--- src/rtl/cmp_window_stats.sv ---
// rtl/cmp_window_stats.sv - windowed gt/lt/eq outcome counter with dominance verdict
// Optional sticky illegal-code flag enabled by defining CMP_STATS_ERR_EN.
module cmp_window_stats #(
  parameter int WIN_LEN = 8,
  parameter int CNT_W   = 4
) (
  input  logic             clk,
  input  logic             rst_n,
  input  logic             start,
  input  logic             in_valid,
  input  logic             gt,
  input  logic             lt,
  input  logic             eq,
  output logic             in_ready,
  output logic             busy,
  output logic [CNT_W-1:0] gt_cnt,
  output logic [CNT_W-1:0] lt_cnt,
  output logic [CNT_W-1:0] eq_cnt,
  output logic [1:0]       verdict,
  output logic             done,
  output logic             err
);

  typedef enum logic [1:0] {IDLE, ACCUM, REPORT} state_t;

  localparam logic [CNT_W-1:0] LAST_IDX = CNT_W'(WIN_LEN - 1);

  state_t           state, state_nxt;
  logic [CNT_W-1:0] idx;
  logic [CNT_W-1:0] gt_nxt, lt_nxt, eq_nxt;
  logic             legal;
  logic             take_start, take_sample, last_sample;

  function automatic logic [1:0] calc_verdict(input logic [CNT_W-1:0] g,
                                              input logic [CNT_W-1:0] l,
                                              input logic [CNT_W-1:0] e);
    if (g > l && g > e)      return 2'b01;
    else if (l > g && l > e) return 2'b10;
    else if (e > g && e > l) return 2'b11;
    else                     return 2'b00;
  endfunction

  // Odd number of bits set, but not all three, means exactly one is set.
  assign legal  = (gt ^ lt ^ eq) & ~(gt & lt & eq);
  assign gt_nxt = gt_cnt + CNT_W'(legal & gt);
  assign lt_nxt = lt_cnt + CNT_W'(legal & lt);
  assign eq_nxt = eq_cnt + CNT_W'(legal & eq);

  always_comb begin
    state_nxt   = state;
    take_start  = 1'b0;
    take_sample = 1'b0;
    last_sample = 1'b0;
    case (state)
      IDLE: begin
        if (start) begin
          take_start = 1'b1;
          state_nxt  = ACCUM;
        end
      end
      ACCUM: begin
        if (start) begin
          take_start = 1'b1;
        end else if (in_valid) begin
          take_sample = 1'b1;
          if (idx == LAST_IDX) begin
            last_sample = 1'b1;
            state_nxt   = REPORT;
          end
        end
      end
      REPORT:  state_nxt = IDLE;
      default: state_nxt = IDLE;
    endcase
  end

  assign in_ready = (state == ACCUM);
  assign busy     = (state != IDLE);
  assign done     = (state == REPORT);

  always_ff @(posedge clk or negedge rst_n) begin
    if (!rst_n) begin
      state   <= IDLE;
      idx     <= '0;
      gt_cnt  <= '0;
      lt_cnt  <= '0;
      eq_cnt  <= '0;
      verdict <= 2'b00;
    end else begin
      state <= state_nxt;
      if (take_start) begin
        idx     <= '0;
        gt_cnt  <= '0;
        lt_cnt  <= '0;
        eq_cnt  <= '0;
        verdict <= 2'b00;
      end else if (take_sample) begin
        idx    <= idx + 1'b1;
        gt_cnt <= gt_nxt;
        lt_cnt <= lt_nxt;
        eq_cnt <= eq_nxt;
        // Verdict is computed from the final counts so it is valid during REPORT.
        if (last_sample) verdict <= calc_verdict(gt_nxt, lt_nxt, eq_nxt);
      end
    end
  end

`ifdef CMP_STATS_ERR_EN
  always_ff @(posedge clk or negedge rst_n) begin
    if (!rst_n)                     err <= 1'b0;
    else if (take_start)            err <= 1'b0;
    else if (take_sample && !legal) err <= 1'b1;
  end
`else
  assign err = 1'b0;
`endif

endmodule

--- config.mk ---
export PLATFORM = sky130hd
export DESIGN_NAME = cmp_window_stats
export DESIGN_NICKNAME = d
export VERILOG_FILES = /design/src/rtl/cmp_window_stats.sv
export SDC_FILE = /design/constraint.sdc
export NUM_CORES = 1
export LEC_CHECK = 0
export BUFFER_PORTS_ARGS = -buffer_cell sky130_fd_sc_hd__buf_2
export CORE_MARGIN = 2
export CORE_UTILIZATION = 55
export CTS_CLUSTER_DIAMETER = 100
export CTS_CLUSTER_SIZE = 40
export DETAILED_ROUTE_END_ITERATION = 8
export HOLD_SLACK_MARGIN = 0.08
export PLACE_DENSITY = 0.8
export SETUP_SLACK_MARGIN = 0.15
export SLEW_MARGIN = 10
export SYNTH_ARGS = -nofsm -noshare
export SYNTH_HDL_FRONTEND = slang
export SYNTH_SLANG_ARGS = --single-unit
--- constraint.sdc ---
create_clock -name clk -period 2.5 [get_ports clk]
set_input_delay 0.25 -clock clk [delete_from_list [all_inputs] [get_ports clk]]
set_output_delay 0.25 -clock clk [all_outputs]
set_load 0.05 [all_outputs]
==> After elaboration in Yosys (flattened, before gate mapping) <==
Cells that the tools add are included.
{ "word_totals": {"reg_bits": 20, "out_inout_bits": 18} }
{ "op_classes": {"muxes": 28, "n_bitwise": 9, "n_addsub": 4, "eq_ne": 7, "n_reduce_logical": 10, "order_cmp": 6} }
{ "ops": {"columns": ["cell", "count"], "rows": [
  ["$mux 4", 8],
  ["$gt 4x4->1", 6],
  ["$mux 2", 10],
  ["$add 4x1->4", 3],
  ["$mux 1", 9],
  ["$and 1x1->1", 6],
  ["$ne 2x2->1 const B", 3],
  ["$reduce_bool 2->1", 3],
  ["$add 4x1->4 const B", 1],
  ["$eq 4x3->1 const B", 1],
  ["$pmux 2 s2", 1],
  ["$reduce_and 4->1", 1],
  ["$logic_and 1x1->1", 3],
  ["$eq 2x1->1 const B", 1],
  ["$eq 2x2->1 const B", 1],
  ["$logic_not 2->1", 1],
  ["$ne 2x1->1 const B", 1],
  ["$reduce_and 2->1", 1],
  ["$reduce_or 2->1", 1],
  ["$xor 1x1->1", 2],
  ["$not 1->1", 1]
]} }

==> Logic depth before layout (Yosys ltp) <==
Gate-level depths: netlist (run 1).
{ "logic_depth": {"depth_word": 14, "mapped_depth": 15} }

==> Least setup slack after synthesis (run 1) <==
Ideal clock, no wire load.
{ "synth_timing": {"path_kind": "input -> register", "from": "input gt", "to": "register verdict[0]", "path_stages": 13, "path_slack_ns": -0.185, "arrival_time_ns": 2.617, "path_buffers": 0, "t_required_ns": 2.433, "setup_ns": 0.067, "path_cell_list": "ha_1 > nor3_1 > a21oi_1 > nor2b_1 > ha_1 > ha_1 > xor2_1 > o22ai_1 > maj3_2 > maj3_2 > a211oi_2 > o21ai_1 > nand2_1"} }
{ "synth_between": {"elab_chain_len": 14, "word_cells_on_any_way": 27} }
{ "synth_lines": {"columns": ["element", "line", "rtl"], "rows": [
  ["start, declared", "11", "input logic gt,"],
  ["$and 1x1->1 (2 in a row)", "44", "assign legal = (gt ^ lt ^ eq) & ~(gt & lt & eq);"],
  ["$not 1->1", "44", null],
  ["$and 1x1->1", "44", null],
  ["$and 1x1->1 (on tied branches)", "47, 45, 46", null],
  ["$add 4x1->4 (on tied branches)", "47, 45, 46", null],
  ["$gt 4x4->1", "39", "else if (e > g && e > l) return 2'b11;"],
  ["$logic_and 1x1->1", "39", null],
  ["$mux 2", "39", null],
  ["$mux 2", "38", "else if (l > g && l > e) return 2'b10;"],
  ["$mux 2 (*)", "37", "if (g > l && g > e) return 2'b01;"],
  ["$mux 2 (*)", "103", "if (last_sample) verdict <= calc_verdict(gt_nxt, lt_nxt, eq_nxt);"],
  ["$mux 2 (*)", "97", "end else if (take_sample) begin"],
  ["$mux 2 (*)", "91", "if (take_start) begin"],
  ["end signal, assigned", "103", null],
  ["end, declared", "19", "output logic [1:0] verdict,"]
]} }
Every way passes the cells marked *; elsewhere a longest branch is shown, timed or not. The select of a mux whose other input is x is not followed.
A chain may end at the register's enable or synchronous reset.

==> Worst setup path in the final report (run 1) <==
{ "layout_timing": {"from": "input gt", "to": "register verdict[1]"} }
The elaborated chain is that of the path after synthesis.

==> qor.txt, run 1 <==
Count of cell types in the netlist -> 36
Share of synthesized flip-flops with an asynchronous set or reset -> 1.00
Final #Nets -> 212
HPWL after DPL -> 2440 um
Max-Cap Viols -> 0
DR pass1 iterations -> 4
CP Max Fanout -> 3
Number of global-route vias before repair -> 1133
Slowest CP cell -> maj3_2
Number of synthesized flops with an enable pin -> 0
Clock sinks -> 20
Slew HR -> 0.500
Req. time, crit path -> 2.69 ns
Via count -> 1184
Fin crit period -> 2.31 ns
Clk slew on worst S/H paths -> 0.11 ns
RD Place Congestion -> 0.826
Number of I/O pins -> 25
Antenna diode count -> 0
H-tree levels -> 1
Clock Latency Late Sink -> 0.29 ns
Fin Hold WS -> 0.256 ns
CTS buffer count -> 3
First-pass GRT wire length -> 4910 um
Detailed-routed wire length on met3 -> 119 um
Crit Path Class -> in2reg
Final wirelength -> 3060 um
CORE AREA -> 2410 um2
Share of layout cells above drive strength 1 -> 0.340
Initial DRC Count -> 9
Fin crit share -> 0.924
CTS root buf -> clkbuf_4
Peak VDD IR -> 0.000278 V
DRC Markers -> 0
Most frequent cells in the layout -> buf_2 (21), dfrtp_1 (20), nand3_1 (18), buf_4 (16), nand2_1 (15)
Status -> finished, final reports clean
Gr usage total -> 0.237
Metal2 WL -> 1660 um
Cells after synthesis -> 149
Fin. Hold Viols -> 0
Register area share after synthesis -> 0.367
CTS tree -> built
Crit. End Element -> flop
Fmax -> 433 MHz
Final ANT Viol Nets -> 0
Slowest stage delay, CP -> 0.32 ns
Die area -> 2890 um2
Final number of setup-violating endpoints -> 0
Post-DR wirelength/cell -> 14.0 um
Fillers -> 175
Arrival @ worst endpoint -> 2.50 ns
Grt total ovfl -> 0
Clk_skew -> 0.00332 ns
Worst hold path class -> in2reg
Final core utilization -> 0.723
Worst-Margin Slew -> 0.750 ns
FF+latch count, synth -> 20
Slew Limit Fails -> 0
Largest net degree at the start of global routing -> 24
Initial Util -> 0.565
Post-Route M1 WL -> 1220 um
P_leak -> 0.870 nW
Net Count, Synth -> 171
Buffers added on ports -> 23
Worst setup SP type -> input port
Via density -> 5.43
Initial antenna violation count -> 0
Layout area overhead -> 27.8%
CTS max path bufs -> 2
RSZ-0062 raised after global routing -> yes
Rows -> 18
Chip Height -> 53.8 um
Syn avg cell area -> 9.14 um2
Power Density -> 407 nW/um2
Most common cell after layout, fill and taps aside -> buf_2
Top_reg_cell synth -> dfrtp_1
YS warnings -> 0
Synthesized area -> 1360 um2
Critical path cell sequence -> buf_6 > ha_4 > nor3_4 > a21oi_2 > nor2b_1 > ha_2 > ha_4 > xor2_2 > o22ai_1 > maj3_2 > maj3_2 > a31oi_1 > o21ai_1
Max Used Layer -> met4
Die X -> 53.8 um
==> kinds of logic after synthesis <==
family,share of synthesized area
and+or+nand+nor,0.208
AOI/OAI and AO/OA,0.122
DFF,0.367
adders and majority gates,0.162
buffers and inverters,0.0450
xor gates and xnor gates,0.0937
other,0.00275
==> Yosys cell counts (2+ instances only) <==
library cell / count / area [um2]
a21oi_1: 5 / 25.0
clkbuf_1: 2 / 7.51
dfrtp_1: 20 / 500
ha_1: 15 / 188
inv_1: 11 / 41.3
maj3_2: 2 / 22.5
nand2_1: 15 / 56.3
nand2b_1: 2 / 12.5
nand3_1: 18 / 90.1
nor2_1: 3 / 11.3
nor2b_1: 6 / 37.5
o21ai_0: 5 / 25.0
o21ai_1: 13 / 65.1
o22ai_1: 2 / 12.5
xnor2_1: 4 / 35.0
xor2_1: 5 / 43.8
xor2_2: 2 / 32.5
==> metrics by stage <==
| stage | std cells | area, um2 | setup WS [ns] | power [mW] | TNS [ns] |
|---|---|---|---|---|---|
| after global routing | 218 | 1740 | 0.0643 | 0.755 | 0 |
| final | 218 | 1740 | 0.189 | 0.708 | 0 |
| after global placement | 214 | 1670 | -0.181 | 0.548 | -0.354 |
| after CTS | 218 | 1730 | 0.141 | 0.709 | 0 |
| after detailed placement | 214 | 1670 | -0.209 | 0.555 | -0.408 |
| after floorplan | 149 | 1420 | 0.0848 | 0.487 | 0 |
==> state kept, by name, summed over array words and instances, names as in the netlist <==
name and flops:
state 2, idx 4, gt_cnt 4, lt_cnt 4
eq_cnt 4, verdict 2
==> worst paths after layout <==
| path | from | end | slack (ns) | depth (start not counted) |
|---|---|---|---|---|
| max in group asynchronous | rst_n | lt_cnt[2]$_DFFE_PN0P_ | 1.76 | 2 |
| max | gt | verdict[1]$_DFFE_PN0P_ | 0.19 | 13 |
| min reg2reg | idx[0]$_DFFE_PN0P_ | idx[0]$_DFFE_PN0P_ | 0.51 | 1 |
| min in group asynchronous | rst_n | state[1]$_DFFE_PN0P_ | 0.43 | 2 |
| max reg2reg | eq_cnt[0]$_DFFE_PN0P_ | verdict[1]$_DFFE_PN0P_ | 0.28 | 10 |
| min | start | state[0]$_DFFE_PN0P_ | 0.26 | 3 |
==> per-layer routing <==
metal	global-route usage	vias up
met5	0	-
met4	0.0726	0
met3	0.0278	7
met2	0.463	29
met1	0.260	555
li1	-	593
==> repair_timing <==
item / 4_1_cts / 5_1_grt
endpoints found under the setup margin: 2 / 2
resized for setup: 5 / 4
buffers inserted: 0 / 0
hold buffers: 1 / 0
pin swaps: 5 / 1
endpoints found under the hold margin: 20 / 0
==> worst max-delay path, delay by kind of cell <==
family / cells / cell delay, ns
compound gates: 4 / 0.41
xor+xnor: 1 / 0.17
simple gates: 2 / 0.26
fa+ha+maj: 5 / 1.31
buf+inv: 1 / 0.10
==> layout make-up <==
| cell class | instances | area [um2] | area share |
|---|---|---|---|
| Inverter | 11 | 41.3 | 0.0237 |
| Tap cell | 30 | 37.5 | 0.0216 |
| Multi-Input combinational cell | 114 | 882 | 0.506 |
| Timing Repair Buffer | 40 | 258 | 0.148 |
| Sequential cell | 20 | 500 | 0.287 |
| Clock buffer | 3 | 22.5 | 0.0129 |
==> report_power, final <==
part | total (mW) | switching (mW) | internal [mW]
registers | 0.342 | 0.00919 | 0.332
logic | 0.218 | 0.122 | 0.0959
clock network | 0.149 | 0.0929 | 0.0561
No activity file was read; power rests on OpenSTA's default activity.
==> run 2: changes to the inputs <==
CORE_ASPECT_RATIO = 0.75   (was unset)
==> qor.txt, run 2 (same netlist as run 1, synthesis figures left out) <==
R2R cell count -> 10 (unchanged)
Rows -> 15 (-3)
Slowest stage delay, CP -> 0.33 ns (about the same)
DR pass1 iterations -> 4 (unchanged)
CORE AREA -> 2330 um2 (-3.4%)
HPWL after DPL -> 2460 um (+0.78%)
DRC Markers -> 0 (unchanged)
Fin worst setup slack -> 0.163 ns (-0.0261 ns)
R2R Setup Slk -> 0.29 ns (about the same)
Arrival @ worst endpoint -> 2.60 ns (+0.10 ns)
Via density -> 5.49 (+1.0%)
Grt total ovfl -> 0 (unchanged)
Most frequent cells in the layout -> buf_2 (21), dfrtp_1 (20), nand3_1 (18), buf_4 (16), nand2_1 (15)
P_sw -> 240 uW (+7.1%)
Clk_skew -> 0.00490 ns (+0.00158 ns)
Fin. Hold Viols -> 0 (unchanged)
Largest net degree at the start of global routing -> 24 (unchanged)
Sequential share of power -> 0.466 (-0.016)
Buffers added on ports -> 23 (unchanged)
Comb power frac -> 0.319 (+0.012)
CP Max Fanout -> 3 (unchanged)
Antenna diode count -> 0 (unchanged)
Initial antenna violation count -> 0 (unchanged)
Power Density -> 416 nW/um2 (+2.3%)
RSZ-0062 raised after global routing -> yes
Fmax -> 428 MHz (-1.1%)
Initial DRC Count -> 53 (+44)
Clock sinks -> 20 (unchanged)
CTS buffer count -> 3 (unchanged)
CTS root buf -> clkbuf_4
FF-to-FF Start -> eq_cnt[0]$_DFFE_PN0P_
Placed instance area -> 1670 um2 (-0.15%)
Crit Path Class -> in2reg
Worst setup path endpoint -> verdict[0]$_DFFE_PN0P_
Final instance area -> 1760 um2 (+1.0%)
Critical path cell sequence -> buf_6 > ha_4 > nor3_4 > a21oi_2 > nor2b_1 > ha_2 > ha_4 > xor2_2 > o22ai_2 > maj3_2 > maj3_2 > a211oi_2 > o21ai_1 > nand2_1
Chip Height -> 47.1 um (-12%)
H-tree levels -> 1 (unchanged)
Worst hold path class -> in2reg
Req. time, crit path -> 2.76 ns (+0.07 ns)
CTS tree -> built
Number of global-route vias before repair -> 1206 (+6.4%)
Worst R2R End -> verdict[1]$_DFFE_PN0P_
Clk slew on worst S/H paths -> 0.11 ns (about the same)
Status -> finished, final reports clean
Fin crit share -> 0.935 (+0.0104)
Fin crit period -> 2.34 ns (+0.0261 ns)
First-pass GRT wire length -> 5290 um (+7.7%)
CTS max path bufs -> 2 (unchanged)
P_leak -> 0.872 nW (+0.14%)
Max-Cap Viols -> 0 (unchanged)
RD Place Congestion -> 0.830 (+0.52%)
Peak VDD IR -> 0.000328 V (+18%)
Sw Ratio -> 0.327 (+0.0115)
Fillers -> 178 (+1.7%)
Share of layout cells above drive strength 1 -> 0.351 (+0.0106)
Crit. End Element -> flop
Final core utilization -> 0.756 (+0.0332)
Clock share of power -> 0.215 (+0.005)
Worst-Margin Slew -> 0.759 ns (+0.00827 ns)
Initial Util -> 0.585 (+0.0201)
Slew Limit Fails -> 0 (unchanged)
Slew HR -> 0.494 (-0.00552)
Post-Layout Cell Count -> 222 (+1.8%)
Final ANT Viol Nets -> 0 (unchanged)
Number of I/O pins -> 25 (unchanged)
Final #Nets -> 212 (unchanged)
Layout area overhead -> 29.1%
Slowest CP cell -> maj3_2
Pint -> 492 uW (+1.6%)
Most common cell after layout, fill and taps aside -> buf_2
Fin Setup TNS -> 0 ns (unchanged)
Post-DR wirelength/cell -> 14.5 um (+3.2%)
Worst setup SP type -> input port
Die area -> 2900 um2 (+0.14%)
Placed insts -> 217 (+1.4%)
Worst Setup Slack post-DPL -> -0.311 ns (-0.102 ns)
Final wirelength -> 3210 um (+5.1%)
Clock Latency Late Sink -> 0.31 ns (+0.02 ns)
Final number of setup-violating endpoints -> 0 (unchanged)
Via count -> 1218 (+2.9%)
Gr usage total -> 0.259 (+0.0223)
Die X -> 61.5 um (+14%)
Crit. Startpoint -> gt
[run 2: cell counts in the layout (fill, tap and decap cells not counted)]
Identical to the previous run, type by type.
[run 2: worst min path at each step]
| stage | slack [ns] | startpoint | cells after the start | endpoint |
|---|---|---|---|---|
| after floorplan | -0.05 | rst_n | 0 | eq_cnt[0]$_DFFE_PN0P_ |
| after global placement | 0.22 | rst_n | 1 | state[0]$_DFFE_PN0P_ |
| after detailed placement | 0.22 | rst_n | 1 | state[1]$_DFFE_PN0P_ |
| after CTS | 0.24 | start | 3 | state[0]$_DFFE_PN0P_ |
| after global routing | 0.28 | start | 3 | state[0]$_DFFE_PN0P_ |
| final | 0.23 | start | 3 | state[0]$_DFFE_PN0P_ |
[run 2: critical path: cells and delay by family]
| family | cells | cell delay [ns] |
|---|---|---|
| adder cells (fa/ha/maj) | 5 | 1.35 |
| AO/OA/AOI/OAI | 4 | 0.40 |
| AND/OR/NAND/NOR | 3 | 0.34 |
| XOR/XNOR | 1 | 0.16 |
| buffers and inverters | 1 | 0.10 |
[run 2: stage by stage]
stage / total power, mW / hold WS, ns
after CTS: 0.714 / 0.237
after floorplan: 0.487 / -0.0456
final: 0.732 / 0.231
after global placement: 0.547 / 0.222
after global routing: 0.775 / 0.281
after detailed placement: 0.556 / 0.221
[run 2: per-layer routing]
layer / wire, um / GRT usage
met1: 1370 / 0.317
met2: 1580 / 0.455
met5: 0 / 0
met4: 53 / 0.0894
met3: 203 / 0.0606
[run 2: layout make-up]
type,instances,area [um2],area share
repair buffers,40,258,0.147
well taps,34,42.5,0.0242
multi-input cells,114,895,0.509
clock buffers,3,22.5,0.0128
flip-flops and latches,20,500,0.284
inverters,11,41.3,0.0235
[run 2: power groups by stage]
stage	combinational [mW]	clock [mW]	sequential, mW
after floorplan	0.122	0	0.365
after global placement	0.200	0	0.347
after detailed placement	0.208	0	0.347
after CTS	0.217	0.156	0.341
after global routing	0.256	0.175	0.343
final	0.234	0.157	0.341
[run 2: timing repair]
action,CTS,global route
setup buffers,1,0
endpoints found under the setup margin,2,2
endpoints found under the hold margin,20,0
hold buffers,1,0
resized for setup,3,6
pin swaps,1,2
